### config.mk
export PLATFORM = sky130hd
export DESIGN_NAME = instr_stream_loader
export DESIGN_NICKNAME = d
export VERILOG_FILES = /design/src/rtl/instr_stream_loader.sv
export SDC_FILE = /design/constraint.sdc
export NUM_CORES = 1
export LEC_CHECK = 0
export ABC_AREA = 1
export BUFFER_PORTS_ARGS = -buffer_cell sky130_fd_sc_hd__clkbuf_2
export CAP_MARGIN = 5
export CORE_MARGIN = 1
export CORE_UTILIZATION = 57
export CTS_BUF_LIST = sky130_fd_sc_hd__clkbuf_4 sky130_fd_sc_hd__clkbuf_8 sky130_fd_sc_hd__clkbuf_16
export DETAILED_ROUTE_END_ITERATION = 7
export PLACE_DENSITY = 0.79
export SLEW_MARGIN = 20
export SYNTH_ARGS = -nofsm -noshare
export SYNTH_HDL_FRONTEND = slang
export SYNTH_SLANG_ARGS = --single-unit
export TNS_END_PERCENT = 50
### constraint.sdc
create_clock -name clk -period 2.1 [get_ports clk]
set_input_delay 0.42 -clock clk [delete_from_list [all_inputs] [get_ports clk]]
set_output_delay 0.42 -clock clk [all_outputs]
set_load 0.01 [all_outputs]
### src/rtl/instr_stream_loader.sv
// -----------------------------------------------------------------------------
// instr_stream_loader
//
// Boot-time program loader placed in front of the CPU instruction memory.
// Receives a byte-stream frame over a valid/ready interface:
//
//     MAGIC, LEN_LO, LEN_HI, 4*LEN data bytes (each word LSB first), CSUM
//
// where CSUM is the XOR of LEN_LO, LEN_HI and every data byte. Data bytes are
// assembled into little-endian 32-bit words and written to consecutive
// word addresses starting at 0. The CPU is held in reset until the whole frame
// has been written and the checksum matched.
//
// Ports:
//   clk           system clock, rising edge
//   rst           asynchronous reset, active low
//   in_data       stream byte
//   in_valid      in_data valid this cycle
//   in_ready      loader accepts a byte (decoded from state only)
//   reload        one-cycle pulse, restarts loading from DONE or ERROR
//   mem_we        instruction-memory write strobe, one cycle per word
//   mem_addr      word address of the write (held between writes)
//   mem_wdata     assembled word (held between writes)
//   cpu_rst       active-high CPU reset; low only in DONE
//   load_done     program loaded and checksum verified
//   load_err      frame rejected (oversize length or bad checksum)
//   words_loaded  words written in the current frame
// -----------------------------------------------------------------------------
module instr_stream_loader #(
    parameter int unsigned ADDR_WIDTH = 8,
    parameter logic [7:0]  MAGIC      = 8'hA5
) (
    input  logic                  clk,
    input  logic                  rst,
    input  logic [7:0]            in_data,
    input  logic                  in_valid,
    output logic                  in_ready,
    input  logic                  reload,
    output logic                  mem_we,
    output logic [ADDR_WIDTH-1:0] mem_addr,
    output logic [31:0]           mem_wdata,
    output logic                  cpu_rst,
    output logic                  load_done,
    output logic                  load_err,
    output logic [ADDR_WIDTH:0]   words_loaded
);

    localparam logic [32:0] MAX_WORDS = 33'd1 << ADDR_WIDTH;

    typedef enum logic [2:0] {
        S_IDLE,
        S_LEN_LO,
        S_LEN_HI,
        S_DATA,
        S_CSUM,
        S_DONE,
        S_ERROR
    } state_t;

    state_t                state_q, state_d;
    logic [15:0]           len_q, len_d;
    logic [7:0]            csum_q, csum_d;
    logic [1:0]            byte_idx_q, byte_idx_d;
    logic [23:0]           buf_q, buf_d;
    logic [ADDR_WIDTH:0]   wl_q, wl_d;
    logic                  we_q, we_d;
    logic [ADDR_WIDTH-1:0] addr_q, addr_d;
    logic [31:0]           wdata_q, wdata_d;

    logic                  accept;
    logic [15:0]           len_full;
    logic                  last_word;

    assign accept   = in_valid && in_ready;
    assign len_full = {in_data, len_q[7:0]};
    // words_loaded lags the write strobe by one cycle, but the next 4th byte is
    // at least three cycles later, so the count is current when it is tested.
    assign last_word = ((33'(wl_q) + 33'd1) == 33'(len_q));

    always_ff @(posedge clk or negedge rst) begin
        if (!rst) begin
            state_q    <= S_IDLE;
            len_q      <= '0;
            csum_q     <= '0;
            byte_idx_q <= '0;
            buf_q      <= '0;
            wl_q       <= '0;
            we_q       <= 1'b0;
            addr_q     <= '0;
            wdata_q    <= '0;
        end else begin
            state_q    <= state_d;
            len_q      <= len_d;
            csum_q     <= csum_d;
            byte_idx_q <= byte_idx_d;
            buf_q      <= buf_d;
            wl_q       <= wl_d;
            we_q       <= we_d;
            addr_q     <= addr_d;
            wdata_q    <= wdata_d;
        end
    end

    always_comb begin
        state_d    = state_q;
        len_d      = len_q;
        csum_d     = csum_q;
        byte_idx_d = byte_idx_q;
        buf_d      = buf_q;
        wl_d       = wl_q;
        we_d       = 1'b0;
        addr_d     = addr_q;
        wdata_d    = wdata_q;

        // Count advances after the strobe so mem_addr equals words_loaded
        // while mem_we is high.
        if (we_q) begin
            wl_d = wl_q + 1'b1;
        end

        unique case (state_q)
            S_IDLE: begin
                if (accept && (in_data == MAGIC)) begin
                    state_d    = S_LEN_LO;
                    csum_d     = '0;
                    wl_d       = '0;
                    byte_idx_d = '0;
                end
            end
            S_LEN_LO: begin
                if (accept) begin
                    len_d[7:0] = in_data;
                    csum_d     = csum_q ^ in_data;
                    state_d    = S_LEN_HI;
                end
            end
            S_LEN_HI: begin
                if (accept) begin
                    len_d[15:8] = in_data;
                    csum_d      = csum_q ^ in_data;
                    if (33'(len_full) > MAX_WORDS) begin
                        state_d = S_ERROR;
                    end else if (len_full == 16'd0) begin
                        state_d = S_CSUM;
                    end else begin
                        state_d = S_DATA;
                    end
                end
            end
            S_DATA: begin
                if (accept) begin
                    csum_d     = csum_q ^ in_data;
                    byte_idx_d = byte_idx_q + 2'd1;
                    unique case (byte_idx_q)
                        2'd0: buf_d[7:0]   = in_data;
                        2'd1: buf_d[15:8]  = in_data;
                        2'd2: buf_d[23:16] = in_data;
                        2'd3: begin
                            we_d    = 1'b1;
                            addr_d  = wl_q[ADDR_WIDTH-1:0];
                            wdata_d = {in_data, buf_q};
                            if (last_word) begin
                                state_d = S_CSUM;
                            end
                        end
                    endcase
                end
            end
            S_CSUM: begin
                if (accept) begin
                    state_d = (in_data == csum_q) ? S_DONE : S_ERROR;
                end
            end
            S_DONE, S_ERROR: begin
                if (reload) begin
                    state_d = S_IDLE;
                end
            end
            default: state_d = S_IDLE;
        endcase
    end

    assign in_ready     = (state_q != S_DONE) && (state_q != S_ERROR);
    assign cpu_rst      = (state_q != S_DONE);
    assign load_done    = (state_q == S_DONE);
    assign load_err     = (state_q == S_ERROR);
    assign mem_we       = we_q;
    assign mem_addr     = addr_q;
    assign mem_wdata    = wdata_q;
    assign words_loaded = wl_q;

endmodule

# [Yosys cells after proc, flatten, opt, wreduce, memory -nomap -nowiden]
# Cells that the tools add are included.
[word_totals] ff_bits=103 out_inout_bits=54 word_cells=83
[classes] add_sub_neg=3 order_cmp=1 n_eq_ne=23 muxes=24 bitwise_logic=1 n_reduce_logical=19
[ops] operator="$mux W3" count=10
[ops] operator="$mux W9" count=3
[ops] operator="$pmux W3 S6" count=1
[ops] operator="$reduce_and A3 Y1" count=6
[ops] operator="$eq A10 B16 Y1" count=1
[ops] operator="$gt A16 B9 Y1 const B" count=1
[ops] operator="$logic_not A16 Y1" count=1
[ops] operator="$mux W8" count=2
[ops] operator="$ne A2 B2 Y1 const B" count=8
[ops] operator="$pmux W8 S2" count=1
[ops] operator="$add A9 B1 Y10 const B" count=1
[ops] operator="$add A9 B1 Y9 const B" count=1
[ops] operator="$eq A3 B3 Y1 const B" count=3
[ops] operator="$eq A8 B8 Y1" count=1
[ops] operator="$eq A8 B8 Y1 const B" count=1
[ops] operator="$reduce_and A8 Y1" count=1
[ops] operator="$xor A8 B8 Y8" count=1
[ops] operator="$eq A3 B2 Y1 const B" count=2
[ops] operator="$mux W2" count=3
[ops] operator="$ne A3 B3 Y1 const B" count=2
[ops] operator="$eq A2 B2 Y1 const B" count=2
[ops] operator="$pmux W2 S2" count=1
[ops] operator="$reduce_and A2 Y1" count=2
[ops] operator="$reduce_bool A2 Y1" count=2
[ops] operator="10 further kinds" count=14

# [Depth between registers and ports, before layout]
[depth] ltp_word=6 mapped_depth=14 depth_no_buf=14

# [Worst setup path after synthesis]
# Ideal clock, no wire load.
[synth_path] path_kind="register to register" from="register wl_q[0], in the netlist words_loaded[0]" to="register state_q[0]" setup_time_ns=0.117 arrival_ns=1.566 setup_slack_ns=0.417 path_stages_with_launch=15 synth_period_minus_slack_ns=1.683 cell_sequence="dfrtp_1 > ha_1 > inv_1 > nand2_1 > nand2_1 > nor2_1 > nand2_1 > nor2_1 > nand3_1 > nor2_1 > nand2_1 > nand2_1 > nand2_1 > nand2_1 > nand2_1"
[synth_via] elab_chain_cells=4
[synth_lines] element="start: declaration" line="65" text="logic [ADDR_WIDTH:0] wl_q, wl_d;"
[synth_lines] element="start signal: assignment" line="97" text="wl_q <= wl_d;"
[synth_lines] element="$add A9 B1 Y10" line="78" text="assign last_word = ((33'(wl_q) + 33'd1) == 33'(len_q));"
[synth_lines] element="$eq A10 B16 Y1" line="78"
[synth_lines] element="$ne A2 B2 Y1 (no line)"
[synth_lines] element="$reduce_and A8 Y1 (no line)"
[synth_lines] element="end signal: assignment" line="92" text="state_q <= state_d;"
[synth_lines] element="end: declaration" line="60" text="state_t state_q, state_d;"
# No other way between the ends.
# A chain may end at the register's enable or synchronous reset.

# [Worst setup path after layout]
# Same ends and word-level chain as after synthesis.

==> flow_results.xml <==
<?xml version="1.0" encoding="UTF-8"?>
<metrics>
  <group name="status">
    <metric name="run_status" unit="">finished clean</metric>
  </group>
  <group name="logic_synthesis">
    <metric name="synthTopCellsByArea" unit="">sky130_fd_sc_hd__dfrtp_1, sky130_fd_sc_hd__nand2_1, sky130_fd_sc_hd__o21ai_0, sky130_fd_sc_hd__nand3_1, sky130_fd_sc_hd__inv_1</metric>
    <metric name="synth_top_area_share" unit="%">54.4</metric>
    <metric name="netlist_area" unit="sq um">4740</metric>
    <metric name="synth_top_cell_by_area" unit="">sky130_fd_sc_hd__dfrtp_1</metric>
    <metric name="syn_nets" unit="">585</metric>
    <metric name="synth_edf_count" unit="">0</metric>
    <metric name="synth-seq-cells" unit="">103</metric>
    <metric name="synth_cell_type_count" unit="">32</metric>
    <metric name="synth-main-ff-cell" unit="">sky130_fd_sc_hd__dfrtp_1</metric>
    <metric name="post_synth.cell_area_avg" unit="sq um">8.35</metric>
    <metric name="yosysWarningCount" unit="">0</metric>
    <metric name="share_of_flip_flops_with_an_asynchronous_set_or_reset" unit="%">100</metric>
    <metric name="ys_seq_area_share" unit="%">54.4</metric>
    <metric name="syn_inst" unit="">568</metric>
  </group>
  <group name="sta">
    <metric name="holdWs" unit="ps">27.0</metric>
    <metric name="timing.final.max_slew_violations" unit="">0</metric>
    <metric name="slew-limit-headroom" unit="%">41.7</metric>
    <metric name="tns" unit="ps">0</metric>
    <metric name="max_slew.worst_pin.slew" unit="ps">873</metric>
    <metric name="max_freq" unit="MHz">521</metric>
    <metric name="setup_repair_after_global_routing_missed_its_margin" unit="">no</metric>
    <metric name="layout_min_cycle_time" unit="ps">1920</metric>
    <metric name="timing.final.crit_share" unit="%">91.4</metric>
    <metric name="number_of_failing_hold_endpoints_at_the_final_stage" unit="">0</metric>
    <metric name="final.setup_skew" unit="ps">12.2</metric>
    <metric name="setup_viol" unit="">0</metric>
  </group>
  <group name="pwr">
    <metric name="ir_drop" unit="mV">0.672</metric>
    <metric name="powerDensity" unit="nW/um^2">1220</metric>
    <metric name="p_leak" unit="nW">2.93</metric>
  </group>
  <group name="detailed_routing">
    <metric name="route.detailed.vias_per_inst" unit="">5.37</metric>
    <metric name="post-route-drc-count" unit="">0</metric>
    <metric name="antenna_left" unit="">0</metric>
    <metric name="vias" unit="">4019</metric>
    <metric name="detailed_router_s_first_iteration_violation_count" unit="">189</metric>
    <metric name="routed_wl" unit="microns">10900</metric>
    <metric name="routed_wire_length_per_instance" unit="microns">14.5</metric>
    <metric name="dr.pass1.iters" unit="">5</metric>
  </group>
  <group name="critical_path">
    <metric name="worst_setup_path_start_kind" unit="">register</metric>
    <metric name="cp.required" unit="ps">2360</metric>
    <metric name="worstSetupPathType" unit="">register to register</metric>
    <metric name="path_max_fanout" unit="">6</metric>
    <metric name="worst_setup_path_end_kind" unit="">register</metric>
    <metric name="critical_path_arrival" unit="ps">2180</metric>
  </group>
  <group name="placed_design">
    <metric name="placedInstanceArea" unit="sq um">5210</metric>
    <metric name="dp_hpwl" unit="microns">7680</metric>
    <metric name="port-buffer-count" unit="">65</metric>
    <metric name="place_inst" unit="">732</metric>
    <metric name="place_congestion" unit="">0.901</metric>
  </group>
  <group name="floorplanning">
    <metric name="placeableCoreArea" unit="sq um">7890</metric>
    <metric name="design.die.area" unit="sq um">8690</metric>
    <metric name="io-pin-count" unit="">66</metric>
    <metric name="die_height" unit="microns">93.2</metric>
    <metric name="die_x" unit="microns">93.2</metric>
    <metric name="initial_core_util" unit="%">60.1</metric>
    <metric name="floorplan.rows" unit="">32</metric>
  </group>
  <group name="clock_network">
    <metric name="post_cts_hold_buffer_count" unit="">0</metric>
    <metric name="cts_sinks" unit="">103</metric>
    <metric name="insertion_delay" unit="ps">370</metric>
    <metric name="clockRootBuffer" unit="">sky130_fd_sc_hd__clkbuf_8</metric>
    <metric name="tritoncts_clock_tree" unit="">built</metric>
    <metric name="cts_max_level" unit="">3</metric>
    <metric name="cts_max_path_buffers" unit="">2</metric>
    <metric name="cts.clk_slew.worst_paths" unit="ps">100</metric>
    <metric name="tritoncts.num_buffers" unit="">9</metric>
  </group>
  <group name="global_route">
    <metric name="grt_first_pass_wirelength" unit="microns">18100</metric>
    <metric name="grt_max_degree" unit="">57</metric>
    <metric name="first_global_vias" unit="">3793</metric>
    <metric name="global_route.overflow_total" unit="">0</metric>
    <metric name="grt_antenna_before_repair" unit="">0</metric>
    <metric name="track_usage" unit="%">27.1</metric>
  </group>
  <group name="layout">
    <metric name="final_area" unit="sq um">5430</metric>
    <metric name="layout.core_utilization" unit="%">68.8</metric>
    <metric name="layout.cells.non_filler" unit="">748</metric>
    <metric name="num_antenna_cells" unit="">0</metric>
    <metric name="area_growth_from_synthesis_to_layout" unit="%">14.5</metric>
    <metric name="drive_above_1_share" unit="%">19.0</metric>
    <metric name="finish.net_count" unit="">658</metric>
  </group>
  <group name="job">
    <metric name="max-cap-violations" unit="">0</metric>
  </group>
  <group name="hold_path">
    <metric name="min_delay_path_class" unit="">input pin to async pin</metric>
  </group>
</metrics>
layout by cell type, fill, tap and decap left out, types with 7 or more instances in the layout:
cell type,netlist,layout
sky130_fd_sc_hd__a21oi_1,7,7
sky130_fd_sc_hd__buf_4,0,12
sky130_fd_sc_hd__clkbuf_2,0,64
sky130_fd_sc_hd__clkbuf_8,0,10
sky130_fd_sc_hd__dfrtp_1,103,101
sky130_fd_sc_hd__inv_1,43,43
sky130_fd_sc_hd__inv_2,7,7
sky130_fd_sc_hd__nand2_1,209,209
sky130_fd_sc_hd__nand3_1,42,42
sky130_fd_sc_hd__nor2_1,29,28
sky130_fd_sc_hd__o21ai_0,44,44
sky130_fd_sc_hd__o21ai_1,16,16
worst paths after layout:
path | from | end | slack, ps | cells past startpoint
max reg2reg | words_loaded[0]$_DFF_PN0_ | state_q[0]$_DFFE_PN0P_ | 180 | 14
max | words_loaded[0]$_DFF_PN0_ | state_q[0]$_DFFE_PN0P_ | 180 | 14
max in group asynchronous | rst | buf_q[7]$_DFFE_PN0P_ | 1460 | 2
min in group clk | in_data[1] | csum_q[1]$_DFFE_PN0P_ | 380 | 4
min | rst | words_loaded[2]$_DFF_PN0_ | 30 | 1
min reg2reg | mem_wdata[11]$_DFFE_PN0P_ | mem_wdata[11]$_DFFE_PN0P_ | 480 | 2
worst max-delay path, cell delays in order (launching register included):
cell and delay [ps]:
sky130_fd_sc_hd__dfrtp_2 460, sky130_fd_sc_hd__ha_4 170, sky130_fd_sc_hd__nand3_1 120, sky130_fd_sc_hd__inv_1 150
sky130_fd_sc_hd__nand2_1 70, sky130_fd_sc_hd__nand2_1 110, sky130_fd_sc_hd__nor2_1 50, sky130_fd_sc_hd__nor2_1 100
sky130_fd_sc_hd__nand2_1 60, sky130_fd_sc_hd__nor2_1 110, sky130_fd_sc_hd__nand2_1 90, sky130_fd_sc_hd__nand2_1 130
sky130_fd_sc_hd__nand2_1 90, sky130_fd_sc_hd__nand2_1 70, sky130_fd_sc_hd__nand2_1 50
kinds of logic (layout without fill, tap and decap cells):
kind of cell	after synthesis	count (layout)	share of synthesized area (%)
AO/OA/AOI/OAI	78	78	9.08
XOR/XNOR	8	8	1.48
adder cells (fa/ha/maj)	5	5	1.32
buffers and inverters	66	144	5.89
flip-flops	103	103	54.4
AND/OR/NAND/NOR	308	308	27.9
what timing repair did:
| action | 4_1_cts | 5_1_grt |
|---|---|---|
| buffers inserted | 0 | 0 |
| setup endpoints to repair | 0 | 3 |
| resized for setup | 0 | 4 |
cells in the mapped netlist, types with 4 or more instances:
cell / instances
sky130_fd_sc_hd__ha_1: 5
sky130_fd_sc_hd__nand2_2: 5
sky130_fd_sc_hd__o21ai_1: 16
sky130_fd_sc_hd__nor2_1: 29
sky130_fd_sc_hd__a21oi_1: 7
sky130_fd_sc_hd__o21ai_0: 44
sky130_fd_sc_hd__nand3_1: 42
sky130_fd_sc_hd__buf_2: 5
sky130_fd_sc_hd__dfrtp_1: 103
sky130_fd_sc_hd__nand4_1: 6
sky130_fd_sc_hd__clkbuf_1: 7
sky130_fd_sc_hd__xor2_1: 6
sky130_fd_sc_hd__a211oi_1: 6
sky130_fd_sc_hd__nand3b_1: 4
sky130_fd_sc_hd__inv_1: 43
sky130_fd_sc_hd__inv_2: 7
sky130_fd_sc_hd__nand2_1: 209
where the power goes:
part / leakage [nW] / switching (mW) / internal (mW)
combinational: 1.51 / 1.38 / 0.859
clock: 0.0982 / 0.738 / 0.493
sequential: 1.32 / 0.500 / 2.64
area by class of cell:
cell class | instances | area [sq um]
Timing Repair Buffer | 77 | 430
Clock inverter | 6 | 61.3
Clock buffer | 10 | 138
Sequential cell | 103 | 2580
Tap cell | 102 | 128
Inverter | 51 | 194
Multi-Input combinational cell | 399 | 1900
Fill cell | 630 | 2460
flip-flops by register name, summed over array words and instances, names as in the netlist:
| register | count |
|---|---|
| mem_wdata | 32 |
| buf_q | 24 |
| len_q | 16 |
| words_loaded | 9 |
| csum_q | 8 |
| mem_addr | 8 |
| state_q | 3 |
| byte_idx_q | 2 |
| mem_we | 1 |
per-layer routing:
| layer | track usage (%) | up-vias | part of all wire (%) |
|---|---|---|---|
| met1 | 37.3 | 1907 | 46 |
| met5 | 0 | - | 0 |
| met3 | 3.66 | 18 | 5.6 |
| met4 | 10.1 | 0 | 2.0 |
| li1 | - | 1962 | - |
| met2 | 44.1 | 132 | 46 |
metrics by stage:
| stage | power [mW] | setup WS [ps] |
|---|---|---|
| 4_1_cts | 6.57 | 137 |
| 3_5_place_dp | 5.34 | 166 |
| 3_3_place_gp | 5.22 | 193 |
| 6_report | 6.61 | 181 |
| 2_1_floorplan | 4.59 | 417 |
| 5_1_grt | 7.12 | 6.27 |
Power figures use the tool's default switching activity.
